`config.mk`:
```
export PLATFORM = sky130hd
export DESIGN_NAME = data_mem_initiator_flat
export DESIGN_NICKNAME = d
export VERILOG_FILES = /design/src/rtl/data_mem_initiator_if.sv /design/src/rtl/data_mem_initiator.sv /design/src/flat_wrapper.sv
export SDC_FILE = /design/constraint.sdc
export NUM_CORES = 1
export LEC_CHECK = 0
export CORE_MARGIN = 2
export CORE_UTILIZATION = 25
export DETAILED_ROUTE_END_ITERATION = 8
export HOLD_SLACK_MARGIN = 0.03
export PLACE_DENSITY = 0.59
export SYNTH_ARGS = -nofsm -noshare
export SYNTH_HDL_FRONTEND = slang
export SYNTH_SLANG_ARGS = --single-unit
```
`constraint.sdc`:
```
create_clock -name clk -period 5.6 [get_ports clk]
set_input_delay 1.4 -clock clk [delete_from_list [all_inputs] [get_ports clk]]
set_output_delay 1.4 -clock clk [all_outputs]
set_load 0.02 [all_outputs]
```
`src/rtl/data_mem_initiator_if.sv`:
```
// Request/response and word-memory bus bundle for the MEM-stage load/store initiator.
interface data_mem_initiator_if;
  logic        req_valid;
  logic        req_ready;
  logic        req_write;
  logic [1:0]  req_size;
  logic        req_unsigned;
  logic [31:0] req_addr;
  logic [31:0] req_wdata;
  logic        resp_valid;
  logic        resp_err;
  logic [31:0] load_data;
  logic [31:0] mem_address;
  logic [31:0] mem_write_data;
  logic [2:0]  mem_ctrl;
  logic [31:0] mem_read_data;

  // initiator side: takes pipeline requests, drives the memory
  modport master (
    input  req_valid, req_write, req_size, req_unsigned, req_addr, req_wdata,
    input  mem_read_data,
    output req_ready, resp_valid, resp_err, load_data,
    output mem_address, mem_write_data, mem_ctrl
  );

  // pipeline + memory side
  modport slave (
    output req_valid, req_write, req_size, req_unsigned, req_addr, req_wdata,
    output mem_read_data,
    input  req_ready, resp_valid, resp_err, load_data,
    input  mem_address, mem_write_data, mem_ctrl
  );
endinterface

```
`src/rtl/data_mem_initiator.sv`:
```
// Byte-addressed load/store initiator for a word-addressed, falling-edge data memory.
// Sub-word stores are done as read-modify-write; loads are lane-selected and extended.
//
// state  | meaning
// IDLE   | ready for a request, no memory access
// RD     | load read issued; capture and extend read data next edge
// RMW_RD | sub-word store: read of the target word issued
// WR     | write issued (whole word or merged word); respond next edge
// ERR    | rejected request; respond with resp_err next edge
module data_mem_initiator #(
  parameter int ADDR_W = 11
) (
  input logic            clk,
  input logic            rst_n,
  data_mem_initiator_if.master bus
);
  typedef enum logic [2:0] {IDLE, RD, RMW_RD, WR, ERR} state_t;

  localparam logic [2:0] CTRL_NONE  = 3'b000;
  localparam logic [2:0] CTRL_READ  = 3'b100;
  localparam logic [2:0] CTRL_WRITE = 3'b010;

  state_t              state_q, state_d;
  logic [ADDR_W-1:0]   addr_q;
  logic [1:0]          size_q;
  logic                uns_q;
  logic [1:0]          lane_q;
  logic [31:0]         wdata_q;
  logic [2:0]          ctrl_q, ctrl_d;
  logic [31:0]         wr_word_q, wr_word_d;
  logic                resp_valid_q, resp_valid_d;
  logic                resp_err_q, resp_err_d;
  logic [31:0]         load_data_q, load_data_d;

  logic                accept;
  logic                req_err;
  logic [4:0]          lane_shift;
  logic [31:0]         rd_shifted;
  logic [31:0]         ext_data;
  logic [31:0]         lane_mask;
  logic [31:0]         merged;

  assign accept = bus.req_valid && (state_q == IDLE);

  // misaligned, illegal size, or address beyond the memory depth
  assign req_err = (bus.req_size == 2'b11)
                || ((bus.req_size == 2'b01) && bus.req_addr[0])
                || ((bus.req_size == 2'b10) && (bus.req_addr[1:0] != 2'b00))
                || (|bus.req_addr[31:ADDR_W+2]);

  assign lane_shift = {lane_q, 3'b000};
  assign rd_shifted = bus.mem_read_data >> lane_shift;

  // lane select and sign/zero extension of the returned word
  always_comb begin
    ext_data = bus.mem_read_data;
    case (size_q)
      2'b00:   ext_data = uns_q ? {24'h0, rd_shifted[7:0]}
                                : {{24{rd_shifted[7]}}, rd_shifted[7:0]};
      2'b01:   ext_data = uns_q ? {16'h0, rd_shifted[15:0]}
                                : {{16{rd_shifted[15]}}, rd_shifted[15:0]};
      default: ext_data = bus.mem_read_data;
    endcase
  end

  // insert the low byte/half of the store data into the read word
  always_comb begin
    lane_mask = ((size_q == 2'b00) ? 32'h0000_00FF : 32'h0000_FFFF) << lane_shift;
    merged    = (bus.mem_read_data & ~lane_mask) | ((wdata_q << lane_shift) & lane_mask);
  end

  // next state and next registered outputs
  always_comb begin
    state_d      = state_q;
    ctrl_d       = CTRL_NONE;
    wr_word_d    = wr_word_q;
    resp_valid_d = 1'b0;
    resp_err_d   = 1'b0;
    load_data_d  = load_data_q;
    case (state_q)
      IDLE: begin
        if (bus.req_valid) begin
          if (req_err) begin
            state_d = ERR;
          end else if (!bus.req_write) begin
            state_d = RD;
            ctrl_d  = CTRL_READ;
          end else if (bus.req_size == 2'b10) begin
            state_d   = WR;
            ctrl_d    = CTRL_WRITE;
            wr_word_d = bus.req_wdata;
          end else begin
            state_d = RMW_RD;
            ctrl_d  = CTRL_READ;
          end
        end
      end
      RD: begin
        state_d      = IDLE;
        resp_valid_d = 1'b1;
        load_data_d  = ext_data;
      end
      RMW_RD: begin
        state_d   = WR;
        ctrl_d    = CTRL_WRITE;
        wr_word_d = merged;
      end
      WR: begin
        state_d      = IDLE;
        resp_valid_d = 1'b1;
        load_data_d  = 32'h0;
      end
      ERR: begin
        state_d      = IDLE;
        resp_valid_d = 1'b1;
        resp_err_d   = 1'b1;
        load_data_d  = 32'h0;
      end
      default: state_d = IDLE;
    endcase
  end

  // state and output registers; reset kills any access in flight
  always_ff @(posedge clk or negedge rst_n) begin
    if (!rst_n) begin
      state_q      <= IDLE;
      ctrl_q       <= CTRL_NONE;
      wr_word_q    <= 32'h0;
      resp_valid_q <= 1'b0;
      resp_err_q   <= 1'b0;
      load_data_q  <= 32'h0;
    end else begin
      state_q      <= state_d;
      ctrl_q       <= ctrl_d;
      wr_word_q    <= wr_word_d;
      resp_valid_q <= resp_valid_d;
      resp_err_q   <= resp_err_d;
      load_data_q  <= load_data_d;
    end
  end

  // request fields captured at acceptance
  always_ff @(posedge clk or negedge rst_n) begin
    if (!rst_n) begin
      addr_q  <= '0;
      size_q  <= 2'b00;
      uns_q   <= 1'b0;
      lane_q  <= 2'b00;
      wdata_q <= 32'h0;
    end else if (accept) begin
      addr_q  <= bus.req_addr[ADDR_W+1:2];
      size_q  <= bus.req_size;
      uns_q   <= bus.req_unsigned;
      lane_q  <= bus.req_addr[1:0];
      wdata_q <= bus.req_wdata;
    end
  end

  assign bus.req_ready      = (state_q == IDLE);
  assign bus.resp_valid     = resp_valid_q;
  assign bus.resp_err       = resp_err_q;
  assign bus.load_data      = load_data_q;
  assign bus.mem_address    = {{(32-ADDR_W){1'b0}}, addr_q};
  assign bus.mem_write_data = wr_word_q;
  assign bus.mem_ctrl       = ctrl_q;
endmodule

```
`src/flat_wrapper.sv`:
```
// flat-port wrapper written by rule: the top's interface ports become plain ports
module data_mem_initiator_flat 
#(
  parameter int ADDR_W = 11
)
  (clk, rst_n, bus_req_valid, bus_req_write, bus_req_size, bus_req_unsigned, bus_req_addr, bus_req_wdata, bus_mem_read_data, bus_req_ready, bus_resp_valid, bus_resp_err, bus_load_data, bus_mem_address, bus_mem_write_data, bus_mem_ctrl);
  data_mem_initiator_if bus_i ();
  input logic clk;
  input logic rst_n;
  input wire logic [$bits(bus_i.req_valid)-1:0] bus_req_valid;
  input wire logic [$bits(bus_i.req_write)-1:0] bus_req_write;
  input wire logic [$bits(bus_i.req_size)-1:0] bus_req_size;
  input wire logic [$bits(bus_i.req_unsigned)-1:0] bus_req_unsigned;
  input wire logic [$bits(bus_i.req_addr)-1:0] bus_req_addr;
  input wire logic [$bits(bus_i.req_wdata)-1:0] bus_req_wdata;
  input wire logic [$bits(bus_i.mem_read_data)-1:0] bus_mem_read_data;
  output wire logic [$bits(bus_i.req_ready)-1:0] bus_req_ready;
  output wire logic [$bits(bus_i.resp_valid)-1:0] bus_resp_valid;
  output wire logic [$bits(bus_i.resp_err)-1:0] bus_resp_err;
  output wire logic [$bits(bus_i.load_data)-1:0] bus_load_data;
  output wire logic [$bits(bus_i.mem_address)-1:0] bus_mem_address;
  output wire logic [$bits(bus_i.mem_write_data)-1:0] bus_mem_write_data;
  output wire logic [$bits(bus_i.mem_ctrl)-1:0] bus_mem_ctrl;
  assign bus_i.req_valid = bus_req_valid;
  assign bus_i.req_write = bus_req_write;
  assign bus_i.req_size = bus_req_size;
  assign bus_i.req_unsigned = bus_req_unsigned;
  assign bus_i.req_addr = bus_req_addr;
  assign bus_i.req_wdata = bus_req_wdata;
  assign bus_i.mem_read_data = bus_mem_read_data;
  assign bus_req_ready = bus_i.req_ready;
  assign bus_resp_valid = bus_i.resp_valid;
  assign bus_resp_err = bus_i.resp_err;
  assign bus_load_data = bus_i.load_data;
  assign bus_mem_address = bus_i.mem_address;
  assign bus_mem_write_data = bus_i.mem_write_data;
  assign bus_mem_ctrl = bus_i.mem_ctrl;
  data_mem_initiator #(.ADDR_W(ADDR_W)) u_core (.clk(clk), .rst_n(rst_n), .bus(bus_i));
endmodule
```
# Yosys cells after proc, flatten, opt, wreduce, memory -nomap -nowiden
# Cells that the tools add are included.
dict set report word_totals {
  output_inout_bits 102
  input_bits 103
  elab_cells 67
  regBits 120
}
dict set report op_classes {
  n_reduce_logical 15
  n_bitwise 4
  eq_ne 12
  shifts 3
  muxes 22
}
# cell n
set ops {}
lappend ops {{32-bit two-way mux} 6}
lappend ops {{32-bit case mux with 2 select lines} 3}
lappend ops {{32-bit bitwise AND} 2}
lappend ops {{32-bit by 5-bit left shift with 32-bit output} 2}
lappend ops {{32-bit inverter} 1}
lappend ops {{32-bit bitwise OR} 1}
lappend ops {{32-bit by 5-bit >> shifter with 16-bit output} 1}
lappend ops {{3-bit two-way mux} 7}
lappend ops {{19-bit OR reduction} 1}
lappend ops {{16-bit two-way mux} 1}
lappend ops {{3-bit case mux with 2 select lines} 2}
lappend ops {{3-bit by 2-bit equality test with 1-bit output (second input constant)} 2}
lappend ops {{2-bit != test (second input constant)} 3}
lappend ops {{2-bit nonzero test} 3}
lappend ops {{5-bit AND reduction} 1}
lappend ops {{2-bit by 1-bit equality test with 1-bit output (second input constant)} 2}
lappend ops {{2-bit equality test (second input constant)} 2}
lappend ops {{3-bit by 1-bit equality test with 1-bit output (second input constant)} 1}
lappend ops {{3-bit equality test (second input constant)} 1}
lappend ops {{1-bit logical AND} 3}
lappend ops {{3-bit zero test} 1}
lappend ops {{1-bit logical OR} 3}
lappend ops {{1-bit two-way mux} 3}
lappend ops {{3-bit OR reduction} 1}
lappend ops {{3 further kinds} 3}

# Longest topological paths before layout
# Gate-level depths: netlist of the first run.
dict set report logic_depth {
  depth_word 8
  ltp_mapped 8
  ltp_nobuf 6
}

# Least setup slack after synthesis of the first run
# OpenSTA, ideal clock, no wires.
dict set report synth_path {
  kind {input-to-reg}
  from {in bus_req_addr[13]}
  to {reg u_core.wr_word_q[10], in the netlist u_core.bus.mem_write_data[10]}
  t_required_ns 5.477
  cell_stages 6
  arrival_time_ns 2.866
  path_buffers 2
  slack_ns 2.611
  setup_ns 0.123
  cell_sequence {nor4_2 o211ai_2 or4_1 buf_2 buf_6 o221a_1}
}
dict set report synth_via {
  elab_chain_cells 4
}
# element line_no
set synth_rtl {}
lappend synth_rtl {{start, declared} flat_wrapper.sv:14} ;# input wire logic [$bits(bus_i.req_addr)-1:0] bus_req_addr;
lappend synth_rtl {{19-bit OR reduction} data_mem_initiator.sv:49} ;# || (|bus.req_addr[31:ADDR_W+2]);
lappend synth_rtl {{1-bit logical OR} data_mem_initiator.sv:49}
lappend synth_rtl {{2-bit != test (no source line)} n/a}
lappend synth_rtl {{5-bit AND reduction (no source line)} n/a}
lappend synth_rtl {{end signal, assigned} data_mem_initiator.sv:135} ;# wr_word_q <= wr_word_d;
lappend synth_rtl {{end, declared} data_mem_initiator.sv:30} ;# logic [31:0] wr_word_q, wr_word_d;
# Every way passes these cells.
# A chain may end at the register's enable or synchronous reset.

# Worst setup path after layout of the first run
dict set report layout_path {
  from {in bus_req_addr[13]}
  to {reg u_core.wr_word_q[27], in the netlist u_core.bus.mem_write_data[27]}
}
# The elaborated chain is that of the path after synthesis.

==> results of run 1 <==
==> worst paths after layout <==
check / slack (ns) / cells past startpoint / endpoint / startpoint
hold reg to reg: 0.47 / 2 / u_core.bus.load_data[3] / u_core.bus.load_data[3]
min in group asynchronous: 1.16 / 1 / u_core.bus.mem_write_data[24] / rst_n
setup / recovery: 2.04 / 5 / u_core.bus.mem_write_data[27] / bus_req_addr[13]
max in group asynchronous: 3.37 / 2 / u_core.bus.mem_write_data[31] / rst_n
hold / removal: 0.47 / 2 / u_core.bus.load_data[3] / u_core.bus.load_data[3]
setup reg to reg: 2.88 / 5 / u_core.bus.load_data[22] / u_core.size_q[1]
==> power groups by stage <==
stage               Combinational, mW  Sequential (mW)  Clock [mW]
finish                          0.384            0.832       0.613
global route                    0.420            0.837       0.655
CTS                             0.384            0.830       0.628
detailed placement              0.382            0.844           0
global placement                0.379            0.844           0
floorplan                       0.205            0.839           0
==> registers in the layout (all words and copies together), names as in the netlist, 2 cells and up <==
register / cells
u_core.bus.load_data: 32
u_core.bus.mem_write_data: 32
u_core.wdata_q: 16
u_core.addr_q: 11
u_core.state_q: 3
u_core.bus.mem_ctrl: 2
u_core.lane_q: 2
u_core.size_q: 2
==> layout by cell type (no fill, tap or decap), types with 2 or more instances in the layout <==
cell type,instances
a211oi_1,7
a21oi_1,9
a21oi_2,2
a221o_1,8
a222oi_1,7
a22oi_1,7
a31oi_1,10
and2_1,2
buf_4,7
clkbuf_1,3
clkbuf_16,9
clkbuf_8,3
clkdlybuf4s50_1,181
conb_1,22
dfrtp_1,103
inv_1,4
mux2i_1,17
nand2_1,176
nand2b_1,3
nand3b_1,2
nor2_1,46
nor2_2,2
nor2b_1,9
nor3_1,7
nor3_2,2
nor4_1,2
nor4_4,2
o211ai_1,17
o21ai_0,30
o21ai_1,5
o221a_1,16
o221ai_1,15
==> per-stage QoR <==
stage               instances  util, %
floorplan                 612        -
global placement         1007     34.6
detailed placement       1007     34.6
CTS                      1022     35.9
global route             1022     35.9
finish                   1022     35.9
==> cell type report <==
type                       instances  area [um^2]  area share (%)
multi-input combinational        436         2410            32.2
timing repair buffer             188         1860            24.8
tap                              275          344            4.59
clock buffer                      15          278            3.70
inverter                           5         23.8           0.317
sequential                       103         2580            34.4
==> worst reg2reg max path, cell delays in order (launching register included) <==
cell,delay (ns)
dfrtp_1,0.91
inv_1,0.57
nor2_1,0.28
nor3_1,0.08
a21oi_2,0.54
o21ai_0,0.20
==> layer usage <==
| layer | vias up | part of all wire, % |
|---|---|---|
| li1 | 2328 | - |
| met1 | 2379 | 45 |
| met2 | 207 | 45 |
| met3 | 13 | 8.8 |
| met4 | 0 | 0.85 |
| met5 | - | 0 |
==> cell families after synthesis <==
family	count (synthesis)	synth area share (%)
and+or+nand+nor	259	20.8
buffers and inverters	73	7.48
muxes	19	3.85
other	1	0.0707
AOI/OAI and AO/OA	136	19.2
DFF	103	48.6
==> reports/summary.md, run 1 <==
For this block, the initial DRC count from the detailed router was 343. Data on the critical path arrives at its endpoint at 3.79 ns. The logs give 7500 um^2 for the final cell area excluding filler cells and 591 for the gate count of the mapped netlist. The final critical-path share of the clock period came out at 63.6%.

The post-route netlist has 4.42% of its cells at a drive strength greater than 1. On the worst path, the slowest cell contributes a delay of 0.99 ns. The total overflow left after global routing is 0. Pin placement for this block handled 205 I/O pins.

The worst hold path belongs to the class reg2reg. The largest delay contributor family on the critical path is simple AND/OR/NAND/NOR gates. The H-tree depth is 3. The logs give 0 for the number of violations of the max-capacitance limit and 20900 um^2 for the area of the core. Final period demand of the worst path: 3.56 ns. Entering global routing, the biggest net connects 66 pins. The total inserted antenna cells is 0. The detailed-placement wirelength estimate came out at 14200 um. By area the synthesized netlist is led by dfrtp_1, nand2_1, o221a_1, nor2_1, mux2i_1. Averaged over all synthesized cells, the footprint is 8.97 um^2. In this run the most used layer during global routing was met2.

For this design the ratio of total power to cell area is 244 nW/um^2. The worst pin sits at a relative slew slack of 34.0%. The quantity of I/O buffers inserted on ports came out at 182. The tools report the total detailed-routing wirelength as 18900 um. For this design, the sink count on the clock tree is 103. The total power draw was 1.83 mW. Setup slack closes at 2.04 ns. For the clock skew, the log shows 0.00771 ns. After clock tree synthesis, the clock-pin slew on the worst setup and hold paths is 0.07 ns. In this run the core area contains 53 standard-cell rows. In this run the horizontal extent of the chip is 150 um. The tools report the number of buffers added by the clock tree synthesis step as 9. The run gives 4669 as the via count of the first global-routing pass. The tools report the design internal power as 1.28 mW. From synthesis to final layout, the design area changed by 41.4%. The share of total power dissipated in sequential elements is 45.5%. The tools report the met3 track utilization from global routing as 4.57%. The overall via count from detail_route was 4927.

The switching power as a share of total power was 29.9%; the post-detailed-route via-to-cell ratio was 4.82. The tools report the part of the power in combinational logic as 21.0%. The cell with the biggest individual delay on the critical path is or4_1.

The die covers 22400 um^2. The number of gates resized after CTS was 0. The highest fanout seen on the critical path came out at 24. In the synthesized netlist the async set-or-reset flop fraction comes to 100%. The number of max-slew violations in the final report was 0; the count of nets after finishing was 846. The tools report the endpoint type of the worst setup path as a register. For the met2 global-route usage, the log shows 25.9%.

At the end of routability-driven placement, the weighted congestion stood at 0.885. The initial utilization of the core area, before any placement, comes to 25.4%. For the number of setup buffers added after CTS, the log shows 0. Count of cell types in the netlist: 44. In this run, the clock network consumes 33.5% of the power.

Final count of hold timing violations: 0. The count of endpoints failing setup in the final report was 0; the area share of the largest cell type after synthesis was 48.6%. The library cell occupying the most area in the post-synthesis netlist is dfrtp_1.

The vertical extent of the die was 150 um; the worst hold margin was 0.475 ns. For this design, the CTS-stage hold fixing added 0 buffers. Setup repair after global routing left no endpoint under its margin. VDD sags by at most 132 uV. Yosys printed 0 warnings.

The critical path goes through clkdlybuf4s50_1 > nor4_2 > o211ai_2 > or4_1 > o221a_1. Element type at the critical path start: a primary input. At the worst endpoint, the required time is 5.83 ns.

After synthesis the netlist holds a flip-flop and latch count of 103. The critical path is of the in2reg type. The buffering stage count on the worst path with inverters included is 1, and the count of nets left with antenna violations after detail routing is 0.

Fill cells in the final layout number 2191. The pre-antenna-repair detailed-routing pass consisted of 6 iterations. The count of flip-flops with a built-in enable after synthesis is 0. Among all flip-flop cells after synthesis, the most frequent one is dfrtp_1. The most repeated cell in the gate-level netlist after synthesis is nand2_1. After detailed routing, the number of remaining DRC violations is 0. Global routing used 16.7% of the available tracks across all layers.

The run finished with clean final reports. The logs give 5300 um^2 for the cell area after technology mapping and 7220 um^2 for the cell area after placement. The initial antenna violation count was 0. Dividing the detail-routed wire length by the instance count gives 18.5 um. Latest clock arrival within the worst-skew pair: 0.35 ns. The longest clock path from root to sink contains 2 buffers. The wire length of the first global-routing pass was 28400 um; the switching power was 547 uW. For the pin with the worst max-slew slack, the measured transition is 0.990 ns. Global routing consumed, on the met1 layer, 23.5% of the routing resources. The setup total negative slack was 0 ns; the static leakage was 3.20 nW.

OpenSTA, run right after detailed placement, puts the worst setup slack at 1.65 ns. The commonest cells after synthesis are nand2_1, dfrtp_1, nor2_1. The clock root buffer is clkbuf_16.

Highest clock rate: 281 MHz. For the portion of the post-synthesis area used by sequential elements, the log shows 48.6%. TritonCTS built the clock tree.
No activity file was read; power rests on OpenSTA's default activity.
==> inputs of run 2 (changes only) <==
--- a/config.mk
+++ b/config.mk
@@ -9,7 +9,7 @@
 export CORE_UTILIZATION = 25
 export DETAILED_ROUTE_END_ITERATION = 8
 export HOLD_SLACK_MARGIN = 0.03
-export PLACE_DENSITY = 0.59
+export PLACE_DENSITY = 0.6
 export SYNTH_ARGS = -nofsm -noshare
 export SYNTH_HDL_FRONTEND = slang
 export SYNTH_SLANG_ARGS = --single-unit
==> constraint.sdc (replaced) <==
create_clock -name clk -period 3 [get_ports clk]
set_input_delay 0.75 -clock clk [delete_from_list [all_inputs] [get_ports clk]]
set_output_delay 0.75 -clock clk [all_outputs]
set_load 0.02 [all_outputs]
==> run 2 against run 1 <==
  * Final area up 2.1%
  * Cell count up 1.4%
  * Sequential power up 85%
  * Combinational power up 95%
  * Clock-buffer cell count down 2
  * Via count up 0.69%
  * Register-to-register slack worse by 2.2 ns
  * Power up 96%
  * Non-clock buffer count up 13
  * Clock power up 110%
  * Sequential share of layout area down 0.70 points
  * Largest power group unchanged
  * Highest routed layer unchanged
==> reports/summary.md, run 2 (synthesized netlist as in run 1, its figures left out) <==
The flow ran to the end, and the final reports show no timing, DRC or antenna violations. The clock passes through at most 2 buffers. At the end of routability-driven placement, the weighted congestion stood at 0.912. The clock slew at the register clock pins of the worst setup and hold paths was 0.07 ns. In this run the clock root is driven by a clkbuf_16. Data on the critical path is required at its endpoint by 3.24 ns. For the worst setup path, the data arrival time is 2.75 ns. The die covers 22400 um^2. Registers take 2580 um^2. The post-detailed-route via-to-cell ratio is 4.79, and the routed length per placed instance is 18.2 um. The placement-stage worst setup slack was 0.0681 ns.

Leading cell type in the layout, fill and taps excluded: clkdlybuf4s50_1. The static leakage is 3.29 nW, and the latest clock arrival within the worst-skew pair is 0.35 ns. STA classifies the critical path startpoint as a primary input. The first detailed-routing pass ran for 6 iterations. Counting the fill cells in the layout gives 2160.

Of the total power, the share spent switching nets is 28.8%. The logs give 42.9% for the register share of total power and 9 for the number of buffers added by the clock tree synthesis step. Entering global routing, the biggest net connects 104 pins.

For this design the ratio of total power to cell area is 469 nW/um^2. The critical path goes through clkdlybuf4s50_1 > nor3_1 > o211ai_2 > buf_4 > nor4_4 > nor2_2 > clkinv_4 > o221a_1. The count of nets left with antenna violations after detail routing came out at 0.

Routed signal wires occupy layers up through met4. Peak supply drop: 263 uV. For this design the total switching power over the nets is 1.04 mW.

The first global-routing pass estimated 28700 um of wire. The count of hold buffers inserted by post-cts repair is 0, and the starting density of the core is 25.4%. TritonCTS built the clock tree. The worst register-to-register path has a depth of 5. The transition at the pin with the smallest max-transition slack is 0.883 ns, and the number of rows in the core area is 53. From synthesis to final layout, the design area changed by 44.4%. Post-route DRC violation count: 0.

Setup total negative slack: 0 ns. The tools report the endpoint type of the worst setup path as a register. The fraction of layout cells with a size suffix above 1 came out at 6.18%. In the finished design, the share of the clock period the worst path needs comes to 83.7%.

The run gives 0 as the number of max-slew violations in the final report. Measured against its own limit, the worst slew margin works out to 41.1%. The count of nets after finishing came out at 859.

The detailed router put a total of 8350 um of wire on met1. The clock net in this run drives a total of 103 sinks. For the cell area after placement, the log shows 7330 um^2. The startpoint-to-endpoint class of the critical path is in2reg.

The number of antenna diodes in the final layout is 0. Highest fanout seen on the critical path: 17. The library cells used most frequently in the layout, excluding fill and tap cells, are clkdlybuf4s50_1, nand2_1, dfrtp_1. Once the clock tree was built, the resizer swapped 0 gates to a different size.

After routing the design area is 7660 um^2. For this run the aggregate overflow at the end of global routing stands at 0. Setup violations remaining at the end of the flow were counted as 0.

The tools report the H-tree depth as 3. Setup repair after global routing left no endpoint under its margin. From bottom edge to top edge, the die measures 150 um.

The design internal power is 2.56 mW. Slack of the critical path: 0.488 ns. The path class of the tightest hold or removal check is in2async. Of the total power, combinational logic draws 20.8%. The tools report the number of DRC markers after the initial detailed-route iteration as 449. After layout, the minimum clock period comes to 2.51 ns.

The via count of the first global-routing pass was 4795; the number of violations of the max-capacitance limit was 0. The run gives 0.456 ns as the worst hold margin. Once detailed placement completed, the half-perimeter wirelength came to 14400 um. On the critical path, the stage with the largest delay is an instance of clkdlybuf4s50_1. Buffers added to address setup during post-CTS repair amount to 0. The met2 routed wirelength is 8460 um. The final count of hold timing violations was 0. The aggregate global-route resource usage is 16.9%. Horizontal die dimension: 150 um. The detailed router placed 4961 vias in this run. The core region is 20900 um^2.

After detailed routing, the met3 layer carries 1730 um of wire. The largest single stage delay on the critical path is 0.54 ns. Summing all multi-input logic gate instances after layout gives 2410 um^2. On the final layout, the worst clock skew is 0.00727 ns. Based on the critical path, the design can be clocked at up to 398 MHz. The total detailed-routing wirelength was 18900 um.

The number of top-level pins is 205. The quantity of I/O buffers inserted on ports is 182. Initial antenna violation count: 0.

The power share of the clock group is 36.3%.
run 2: power by group through the flow:
stage / combinational (mW) / sequential [mW] / clock [mW]
finish: 0.748 / 1.54 / 1.30
floorplan: 0.383 / 1.57 / 0
CTS: 0.747 / 1.54 / 1.35
detailed placement: 0.743 / 1.56 / 0
global route: 0.813 / 1.55 / 1.39
global placement: 0.740 / 1.56 / 0
run 2: cell type report:
| cell class | instances | share of cell area [%] |
|---|---|---|
| Multi-Input combinational cell | 436 | 31.5 |
| Inverter | 5 | 0.310 |
| Clock inverter | 3 | 0.850 |
| Clock buffer | 13 | 3.40 |
| Sequential cell | 103 | 33.7 |
| Tap cell | 275 | 4.49 |
| Timing Repair Buffer | 201 | 25.8 |
run 2: worst max-delay path: cells and delay by family:
kind,cells,cell delay (ns)
buffers and inverters,3,0.95
and+or+nand+nor,3,0.56
AOI/OAI and AO/OA,2,0.49
run 2: layer usage:
metal | vias to the layer above | global-route usage, %
met5 | - | 0
met4 | 0 | 4.29
met3 | 25 | 5.00
met2 | 228 | 25.9
met1 | 2351 | 23.3
li1 | 2357 | -
run 2: through the flow:
stage / instances / power, mW / util [%]
final: 1036 / 3.59 / 36.7
after global routing: 1036 / 3.75 / 36.7
after CTS: 1036 / 3.63 / 36.7
after detailed placement: 1020 / 2.31 / 35.1
after global placement: 1020 / 2.30 / 35.1
after floorplan: 612 / 1.95 / -
run 2: worst paths after layout:
check / from / to / slack (ns)
worst min register to register: u_core.bus.load_data[6] / u_core.bus.load_data[6] / 0.48
worst max-delay path: bus_req_size[0] / u_core.bus.mem_write_data[11] / 0.49
worst min-delay path: rst_n / u_core.bus.mem_ctrl[1] / 0.46
max in group asynchronous: rst_n / u_core.addr_q[6] / 2.12
worst max register to register: u_core.state_q[0] / u_core.bus.mem_write_data[11] / 0.73
min in group clk: u_core.bus.load_data[6] / u_core.bus.load_data[6] / 0.48
==> inputs of run 3 (changes only) <==
==> constraint.sdc (replaced) <==
create_clock -name clk -period 2.3 [get_ports clk]
set_input_delay 0.575 -clock clk [delete_from_list [all_inputs] [get_ports clk]]
set_output_delay 0.575 -clock clk [all_outputs]
set_load 0.02 [all_outputs]
==> run 3 against run 2 <==
  * Core utilization up 0.83 points
  * Die area unchanged
  * Combinational power up 38%
  * Flip-flop and latch count unchanged
  * Clock power up 11%
  * Critical path depth down 2
  * Non-clock buffer count up 24
  * Setup slack worse by 0.43 ns
  * Critical path type unchanged
  * Critical endpoint is now u_core.bus.mem_write_data[31]
  * Largest cell class unchanged
  * Largest power group unchanged
==> reports/summary.md, run 3 (synthesized netlist as in run 1, its figures left out) <==
TritonCTS built the clock tree. Setup violations remaining at the end of the flow were counted as 0. After clock tree synthesis, the clock-pin slew on the worst setup and hold paths is 0.06 ns. The design draws 4.47 mW.

The run gives 0 as the count of nets left with antenna violations after detail routing. The clock drives 103 sinks. Global routing used 16.9% of the available tracks.

Of all nets on the critical path, the largest fanout is 24. The first detailed-routing pass ran for 5 iterations. For this configuration, the core starts out at a cell density of 25.4%. At the later pin of the worst-skew pair, clock insertion delay measures 0.36 ns. The cell area after placement was 7500 um^2; the quantity of I/O buffers inserted on ports was 182.

The setup total negative slack is 0 ns, and the H-tree depth is 3. The cell with the biggest individual delay on the critical path was or4_4. In this run the count of I/O pins placed on the die edge is 205. The vertical extent of the die was 150 um; the areal power density over the cells was 571 nW/um^2. Via count of the first global-routing pass: 5076.

The run gives 0 as the final count of hold timing violations. The tools report the maximum number of pins on one net before global-route repair as 104. The run gives 19100 um as the total detailed-routing wirelength.

The tools report the total inserted antenna cells as 0. The run gives 0 as the count of hold buffers inserted by post-cts repair. The tool flagged a number of max-cap violations equal to 0. The clock passes through at most 2 buffers.

Headroom to the max-slew limit came out at 44.0%. After floorplanning, the core was divided into 53 placement rows. Leaving out filler cells and counting taps, the final layout contains 1060. Summing all non-filler instances in the final layout gives an area of 7830 um^2.

The fraction of layout cells with a size suffix above 1 came out at 9.43%. The horizontal die dimension is 150 um. Summing over every cut layer, the via total after detailed routing is 5066. Relative to the synthesized area, the layout overhead comes to 47.7%. The final critical-path share of the clock period is 97.6%. STA classifies the critical path startpoint as a primary input.

The die covers 22400 um^2. Dividing the detail-routed via count by the number of cells gives 4.78. STA puts the critical path data required time at 2.54 ns.

Clock tree synthesis inserted a total of 9 buffers. STA classifies the critical path endpoint as a register. The path class of the tightest hold or removal check is in2async.

The leading cell type in the layout, fill and taps excluded was clkdlybuf4s50_1. For the area of the core, the log shows 20900 um^2. The slack of the critical path is 0.0551 ns. In the final routed layout, each cell accounts on average for 18.0 um.

Hold is met by 0.278 ns. Counting tap cells, the placed design contains a total of 1042 instances. The initial antenna violation count is 0, and the peak supply drop is 389 uV. At the end of routability-driven placement, the weighted congestion stood at 0.927.

Setup repair after global routing left no endpoint under its margin. The highest clock rate is 445 MHz, and the number of max-slew violations in the final report is 0. Subtracting the final worst setup slack from the clock period gives 2.24 ns. The run gives 37.5% as the core occupancy in the finished layout.

Summed over all cells, the static leakage comes to 3.39 nW. The detailed-placement wirelength estimate was 14700 um; the number of DRC markers after the initial detailed-route iteration was 365. The count of nets after finishing came out at 884. The run finished with clean final reports. For the pin with the worst max-slew slack, the measured transition is 0.839 ns.

Leftover overflow at the end of global routing: 0. Wire length of the first global-routing pass: 28800 um. The critical path goes through clkdlybuf4s50_1 > nor4_4 > o211ai_2 > or4_4 > buf_8 > o221a_1. The clock skew is 0.00612 ns, and the post-route DRC violation count is 0. Leaving out fill and tap cells, the most frequent cells in the layout are clkdlybuf4s50_1, nand2_1, dfrtp_1. The setup path with the least slack is of type in2reg.

The placement-stage worst setup slack is -0.381 ns. The cell sitting at the root of the clock tree is a clkbuf_16. The arrival time reported for the critical path endpoint came out at 2.48 ns. In this design, the stage delay of the slowest critical-path cell is 0.56 ns.
[run 3: cell count changes in the layout (fill, tap and decap cells not counted), sizes merged]
cell,previous run,this run
buf,20,44
bufinv,2,0
clkinvlp,0,2
clkbuf,13,12
clkdlybuf4s50,181,180
dlymetal6s2s,0,1
nor2,48,49
[run 3: repair_timing]
action,CTS,global route
resized for setup,0,8
endpoints found under the setup margin,0,33
setup buffers,0,2
[run 3: path summary, 6_finish.rpt]
kind	start	end	slack (ns)	cells past startpoint
max reg2reg	u_core.state_q[0]	u_core.bus.mem_write_data[18]	0.32	7
min in group clk	u_core.addr_q[7]	u_core.addr_q[7]	0.47	2
min reg2reg	u_core.addr_q[7]	u_core.addr_q[7]	0.47	2
max	bus_req_addr[18]	u_core.bus.mem_write_data[31]	0.06	6
min	rst_n	u_core.bus.mem_ctrl[1]	0.28	2
max in group asynchronous	rst_n	u_core.addr_q[9]	1.58	2
[run 3: per-layer routing]
metal,share of wire [%],global-route usage (%),up-vias
met1,44,22.8,2397
met5,0,0,-
met2,45,26.5,231
met4,2.4,5.47,0
li1,-,-,2406
met3,8.3,4.60,32
[run 3: critical path, delay by kind of cell]
kind	cells	cell delay, ns
AOI/OAI and AO/OA	2	0.40
buffers and inverters	2	0.64
and+or+nand+nor	2	0.85
[run 3: power breakdown]
part / switching [mW] / leakage (nW) / internal, mW
clock network: 0.685 / 0.125 / 0.758
registers: 0.0977 / 1.34 / 1.90
logic: 0.574 / 1.92 / 0.454
total: 1.36 / 3.39 / 3.11
[run 3: cell type report]
class	count	area (um^2)
repair buffers	225	2180
well taps	275	344
clock buffers	12	246
flip-flops and latches	103	2580
clock inverters	3	20.0
fillers	2165	13100
inverters	5	23.8
multi-input cells	437	2440
